===== config.mk =====
export PLATFORM = sky130hd
export DESIGN_NAME = sar_adc_multich
export DESIGN_NICKNAME = d
export VERILOG_FILES = /design/src/rtl/sar_adc_multich.sv
export SDC_FILE = /design/constraint.sdc
export NUM_CORES = 1
export LEC_CHECK = 0
export ABC_AREA = 1
export CAP_MARGIN = 20
export CORE_MARGIN = 5
export CORE_UTILIZATION = 50
export CTS_CLUSTER_DIAMETER = 120
export DETAILED_ROUTE_END_ITERATION = 7
export PLACE_DENSITY = 0.78
export SYNTH_ARGS = -nofsm -noshare
export SYNTH_HDL_FRONTEND = slang
export SYNTH_SLANG_ARGS = --single-unit

===== constraint.sdc =====
create_clock -name clk_i -period 9.31 [get_ports clk_i]
set_input_delay 2.793 -clock clk_i [delete_from_list [all_inputs] [get_ports clk_i]]
set_output_delay 2.793 -clock clk_i [all_outputs]
set_load 0.005 [all_outputs]

===== src/rtl/sar_adc_multich.sv =====
// Multi-channel SAR ADC controller: single or scan request, optional 2^AVG_LOG2 averaging.
// Results leave as a one-cycle valid pulse tagged with the channel index.
//
// state   | meaning
// IDLE    | waiting for start, busy low
// SAMPLE  | capture the current channel input, arm the bit pointer at MSB
// CONVERT | one successive-approximation trial per cycle, MSB first
// DONE    | result/valid (and eoc on the last channel) visible, advance or finish
module sar_adc_multich #(
  parameter int N        = 10,
  parameter int CH       = 4,
  parameter int AVG_LOG2 = 0,
  parameter int TW       = 16,
  parameter int CHW      = (CH > 1) ? $clog2(CH) : 1
) (
  input  logic            clk_i,
  input  logic            reset_i,
  input  logic            start_i,
  input  logic            mode_i,
  input  logic [CHW-1:0]  ch_sel_i,
  input  logic [CH*N-1:0] vin_i,
  output logic [N-1:0]    dout_o,
  output logic [CHW-1:0]  dout_ch_o,
  output logic            dout_valid_o,
  output logic            eoc_o,
  output logic            busy_o,
  output logic [TW-1:0]   conv_time_o
);

  localparam int BW = (N > 1) ? $clog2(N) : 1;
  localparam int SW = N + AVG_LOG2;
  localparam int PW = (AVG_LOG2 > 0) ? AVG_LOG2 : 1;
  localparam logic [PW-1:0]  PASS_LAST = PW'((1 << AVG_LOG2) - 1);
  localparam logic [CHW-1:0] CH_LAST   = CHW'(CH - 1);
  localparam logic [TW-1:0]  CT_MAX    = {TW{1'b1}};

  typedef enum logic [1:0] {
    IDLE    = 2'd0,
    SAMPLE  = 2'd1,
    CONVERT = 2'd2,
    DONE    = 2'd3
  } state_t;

  state_t         state_q;
  logic           scan_q;
  logic [CHW-1:0] ch_q;
  logic [N-1:0]   sample_q;
  logic [N-1:0]   code_q;
  logic [BW-1:0]  bit_q;
  logic [SW-1:0]  sum_q;
  logic [PW-1:0]  pass_q;
  logic [TW-1:0]  cnt_q;
  logic [N-1:0]   dout_q;
  logic [CHW-1:0] dout_ch_q;
  logic           dout_valid_q;
  logic           eoc_q;
  logic           busy_q;
  logic [TW-1:0]  conv_time_q;

  logic [N-1:0]   vin_ch;
  logic [N-1:0]   bit_mask;
  logic [N-1:0]   trial;
  logic [N-1:0]   code_d;
  logic [SW-1:0]  sum_d;
  logic [TW-1:0]  cnt_d;
  logic [CHW-1:0] ch_start;
  logic           more_ch;

  always_comb begin
    vin_ch = '0;
    for (int k = 0; k < CH; k++) begin
      if (ch_q == CHW'(k)) vin_ch = vin_i[k*N +: N];
    end
    bit_mask = N'(1) << bit_q;
    trial    = code_q | bit_mask;
    code_d   = (sample_q >= trial) ? trial : code_q;
    sum_d    = sum_q + SW'(code_d);
    cnt_d    = (cnt_q == CT_MAX) ? cnt_q : cnt_q + TW'(1);
    // Out-of-range single-mode channels fold onto the highest channel.
    if (mode_i)                  ch_start = '0;
    else if (ch_sel_i > CH_LAST) ch_start = CH_LAST;
    else                         ch_start = ch_sel_i;
    more_ch  = scan_q && (ch_q != CH_LAST);
  end

  always_ff @(posedge clk_i or posedge reset_i) begin
    if (reset_i) begin
      state_q      <= IDLE;
      scan_q       <= 1'b0;
      ch_q         <= '0;
      sample_q     <= '0;
      code_q       <= '0;
      bit_q        <= '0;
      sum_q        <= '0;
      pass_q       <= '0;
      cnt_q        <= '0;
      dout_q       <= '0;
      dout_ch_q    <= '0;
      dout_valid_q <= 1'b0;
      eoc_q        <= 1'b0;
      busy_q       <= 1'b0;
      conv_time_q  <= '0;
    end else begin
      dout_valid_q <= 1'b0;
      eoc_q        <= 1'b0;
      if (busy_q) cnt_q <= cnt_d;
      case (state_q)
        IDLE: begin
          if (start_i) begin
            state_q <= SAMPLE;
            busy_q  <= 1'b1;
            scan_q  <= mode_i;
            ch_q    <= ch_start;
            cnt_q   <= TW'(1);
            sum_q   <= '0;
            pass_q  <= PASS_LAST;
          end
        end
        SAMPLE: begin
          sample_q <= vin_ch;
          code_q   <= '0;
          bit_q    <= BW'(N - 1);
          state_q  <= CONVERT;
        end
        CONVERT: begin
          code_q <= code_d;
          if (bit_q != '0) begin
            bit_q <= bit_q - BW'(1);
          end else begin
            sum_q <= sum_d;
            if (pass_q != '0) begin
              pass_q  <= pass_q - PW'(1);
              state_q <= SAMPLE;
            end else begin
              // Result registers load here so they are visible during DONE.
              state_q      <= DONE;
              dout_q       <= sum_d[SW-1:AVG_LOG2];
              dout_ch_q    <= ch_q;
              dout_valid_q <= 1'b1;
              eoc_q        <= !more_ch;
            end
          end
        end
        DONE: begin
          sum_q  <= '0;
          pass_q <= PASS_LAST;
          if (more_ch) begin
            ch_q    <= ch_q + CHW'(1);
            state_q <= SAMPLE;
          end else begin
            state_q     <= IDLE;
            busy_q      <= 1'b0;
            conv_time_q <= cnt_q;
          end
        end
        default: state_q <= IDLE;
      endcase
    end
  end

  assign dout_o       = dout_q;
  assign dout_ch_o    = dout_ch_q;
  assign dout_valid_o = dout_valid_q;
  assign eoc_o        = eoc_q;
  assign busy_o       = busy_q;
  assign conv_time_o  = conv_time_q;

endmodule


==> results.txt <==
outcome -> finished, final reports clean
pwr dens -> 259 mW/mm^2
post-detailed-route count of antenna-violating nets -> 0
synthesis warning total -> 0
final hold vios -> 0
placeable core area -> 0.00933 sq mm
DRC viols -> 0
WS Path Type -> flop to flop
overall power -> 1.54 mW
Mapped Nets -> 676
Vias -> 4185
mean post-synth cell area -> 8.11 sq um
Post-Syn Area -> 0.00483 sq mm
DIE WIDTH -> 108 um
Peak VDD IR -> 0.141 mV
routability cong. -> 0.906
Ant. Diodes -> 0
post-CTS setup buffers -> 0
CTS clk-pin slew, worst paths -> 0.08 ns
Worst R2R Setup Slack -> 5.12 ns
GRT overflow -> 0
WL/cell -> 13.5 um
Tmin final -> 4.19 ns
Via-to-Cell Ratio -> 5.21
P&R area growth vs syn -> 23.1%
Worst Path Max Fanout -> 9
via count of the first global-routing pass -> 4046
Clock Skew -> 0.0102 ns
Die Area -> 0.0117 sq mm
critical path arrival -> 4.44 ns
pin count of the biggest net entering global routing -> 87
share of cells above drive strength 1 -> 5.93%
post_cts resized -> 0
unrepaired setup endpoints after global routing -> no
chip height -> 108 um
DR iter-0 viols -> 219
Root Driver -> clkbuf_8
setup TNS -> 0 ns
hold path startpoint -> dout_o[8]
starting density of the core -> 51.7%
Int Pwr -> 899 uW
Synth Flop Type -> dfrtp_1
fin nets -> 752
Detailed Routing Iterations Pass 1 -> 5
min-delay worst type -> flop to flop
placed cell areas -> 0.00570 sq mm
sw power -> 638 uW
max_cap viols -> 0
Post-synth EDFFs -> 0
TritonCTS clock tree -> done
sequential fraction of the synthesis area -> 44.6%
Cell Count, Final, Fillers Out -> 804
routed wire length -> 10900 um
Reg area -> 0.00215 sq mm
first-pass GRT wire length -> 18600 um
Post-Synthesis Cells -> 595
R2R cell count -> 20
Final period util -> 45.0%
Clock power frac -> 18.7%
area taken by multi-input logic gates -> 0.00231 sq mm
clk_lat worst skew -> 0.35 ns
fillers -> 800
final instance area -> 0.00594 sq mm
DPL Wire Length -> 8180 um
Slew @ Worst Pin -> 0.657 ns
CP Launch Point -> bit_q[1]
Max Slew Vio Count -> 0
flip-flop and latch count after synthesis -> 86
r2r endpoint -> sum_q[8]
Flop pwr share -> 35.0%
TritonCTS Sinks -> 86
Hold Buf Count CTS -> 0
Num CTS Buffers -> 9
CP Launch Type -> flop
dpl cells -> 788
FF-to-FF Start -> bit_q[1]
setup violators final -> 0
P_leak -> 2.84 nW
Yosys cell types -> 38
fmax -> 239 MHz
clk buf depth -> 2
# rows -> 35
I/O Buffers -> 76
Max-Slew Margin vs Limit -> 56.0%
Overall Global Routing Usage -> 19.6%
CP required -> 9.56 ns
initial antenna violation count -> 0
worst setup path end -> sum_q[8]
IO Pins -> 77
Worst setup EP type -> flop
H-tree level count -> 3
Async S/R FF share, synth -> 100%
switching share of power -> 41.5%
Logic pwr share -> 46.3%
cells in the final DEF, fill, tap and decap left out, types with 2 or more instances in the layout:
| cell | synthesis | final |
|---|---|---|
| nand2_1 | 133 | 133 |
| dfrtp_1 | 86 | 86 |
| clkdlybuf4s50_1 | 0 | 76 |
| inv_1 | 69 | 68 |
| a21oi_1 | 59 | 59 |
| o21ai_0 | 56 | 56 |
| ha_1 | 34 | 34 |
| nor2_1 | 32 | 32 |
| nand3_1 | 25 | 25 |
| a22oi_1 | 10 | 10 |
| o21ai_1 | 10 | 10 |
| a31oi_1 | 10 | 10 |
| clkbuf_8 | 0 | 10 |
| nand4_1 | 9 | 9 |
| nor3_1 | 7 | 7 |
| xor2_1 | 6 | 6 |
| inv_2 | 5 | 5 |
| nor2_2 | 4 | 4 |
| mux2_2 | 3 | 3 |
| nor3_2 | 3 | 3 |
| clkinv_1 | 2 | 2 |
| or2_2 | 2 | 2 |
| clkinv_4 | 1 | 2 |
| o22ai_1 | 2 | 2 |
| clkbuf_1 | 9 | 2 |
| bufinv_16 | 0 | 2 |
| buf_4 | 0 | 2 |
stage by stage:
stage	utilization [%]	setup slack (ns)	hold slack, ns
after floorplan	-	4.30	0.444
after global placement	61.1	5.10	0.462
after detailed placement	61.1	5.06	0.466
after CTS	63.4	5.13	0.488
after global routing	63.7	4.74	0.515
final	63.7	5.12	0.485
worst min path at each step:
stage          slack (ns)             end  cells after the start
6_report             0.48       dout_o[8]                      2
5_1_grt              0.52  conv_time_o[3]                      2
4_1_cts              0.49       dout_o[8]                      2
3_5_place_dp         0.47       dout_o[8]                      2
3_3_place_gp         0.46       dout_o[7]                      2
2_1_floorplan        0.44           eoc_o                      1
cells by family after synthesis:
logic type      synth area share (%)
simple gates                    19.5
compound gates                  17.2
buf+inv                         7.44
flops                           44.6
fa+ha+maj                       9.23
xor+xnor                        1.27
mux                            0.700
critical path, stage by stage, from the launching register on:
cell and delay (ns):
dfrtp_1 0.42, inv_1 0.13, ha_1 0.26, nand2_1 0.07
o21ai_0 0.37, inv_1 0.09, ha_1 0.31, a21o_1 0.17
nor2_1 0.14, nand3_1 0.27, o21ai_0 0.31, inv_1 0.07
ha_1 0.24, fa_1 0.42, nand3_1 0.11, nand2_1 0.10
nand4_1 0.10, o211ai_1 0.11, or2_2 0.30, nand3_1 0.07
nand2_1 0.05
per-layer routing:
layer,vias up,track usage (%),share of wire (%)
li1,2124,-,-
met1,1948,27.8,48
met2,101,30.7,46
met3,12,2.93,4.4
met4,0,7.12,1.3
met5,-,0,0
final cells by class:
cell class                      count  area share (%)
Clock inverter                      3            1.16
Clock buffer                       12            2.44
Multi-Input combinational cell    418            39.0
Timing Repair Buffer               79            13.5
Sequential cell                    86            36.2
Tap cell                          129            2.72
Inverter                           77            4.97
synth_stat cells, types with 3 or more instances:
cell type  number  area share (%)
a21oi_1        59             6.1
a22oi_1        10             1.6
a31oi_1        10             1.3
buf_2           4            0.41
clkbuf_1        9            0.70
dfrtp_1        86              45
ha_1           34             8.8
inv_1          69             5.4
inv_2           5            0.39
mux2_2          3            0.70
nand2_1       133              10
nand3_1        25             2.6
nand4_1         9             1.2
nor2_1         32             2.5
nor2_2          4            0.52
nor3_1          7            0.73
nor3_2          3            0.62
o21ai_0        56             5.8
o21ai_1        10             1.0
xor2_1          6             1.1
state kept, by name, indices dropped and copies added, names as in the netlist:
signal / cells
conv_time_o: 16
cnt_q: 16
ch_q: 2
scan_q: 1
dout_o: 10
sum_q: 10
dout_ch_o: 2
busy_o: 1
bit_q: 4
state_q: 2
code_q: 10
sample_q: 10
eoc_o: 1
dout_valid_o: 1
power by group through the flow:
stage	combinational, mW	sequential [mW]	clock (mW)
CTS	0.712	0.538	0.291
floorplan	0.506	0.530	0
detailed placement	0.706	0.545	0
global placement	0.676	0.541	0
global route	0.822	0.552	0.308
finish	0.712	0.538	0.287
(Power assumes the default switching activity.)
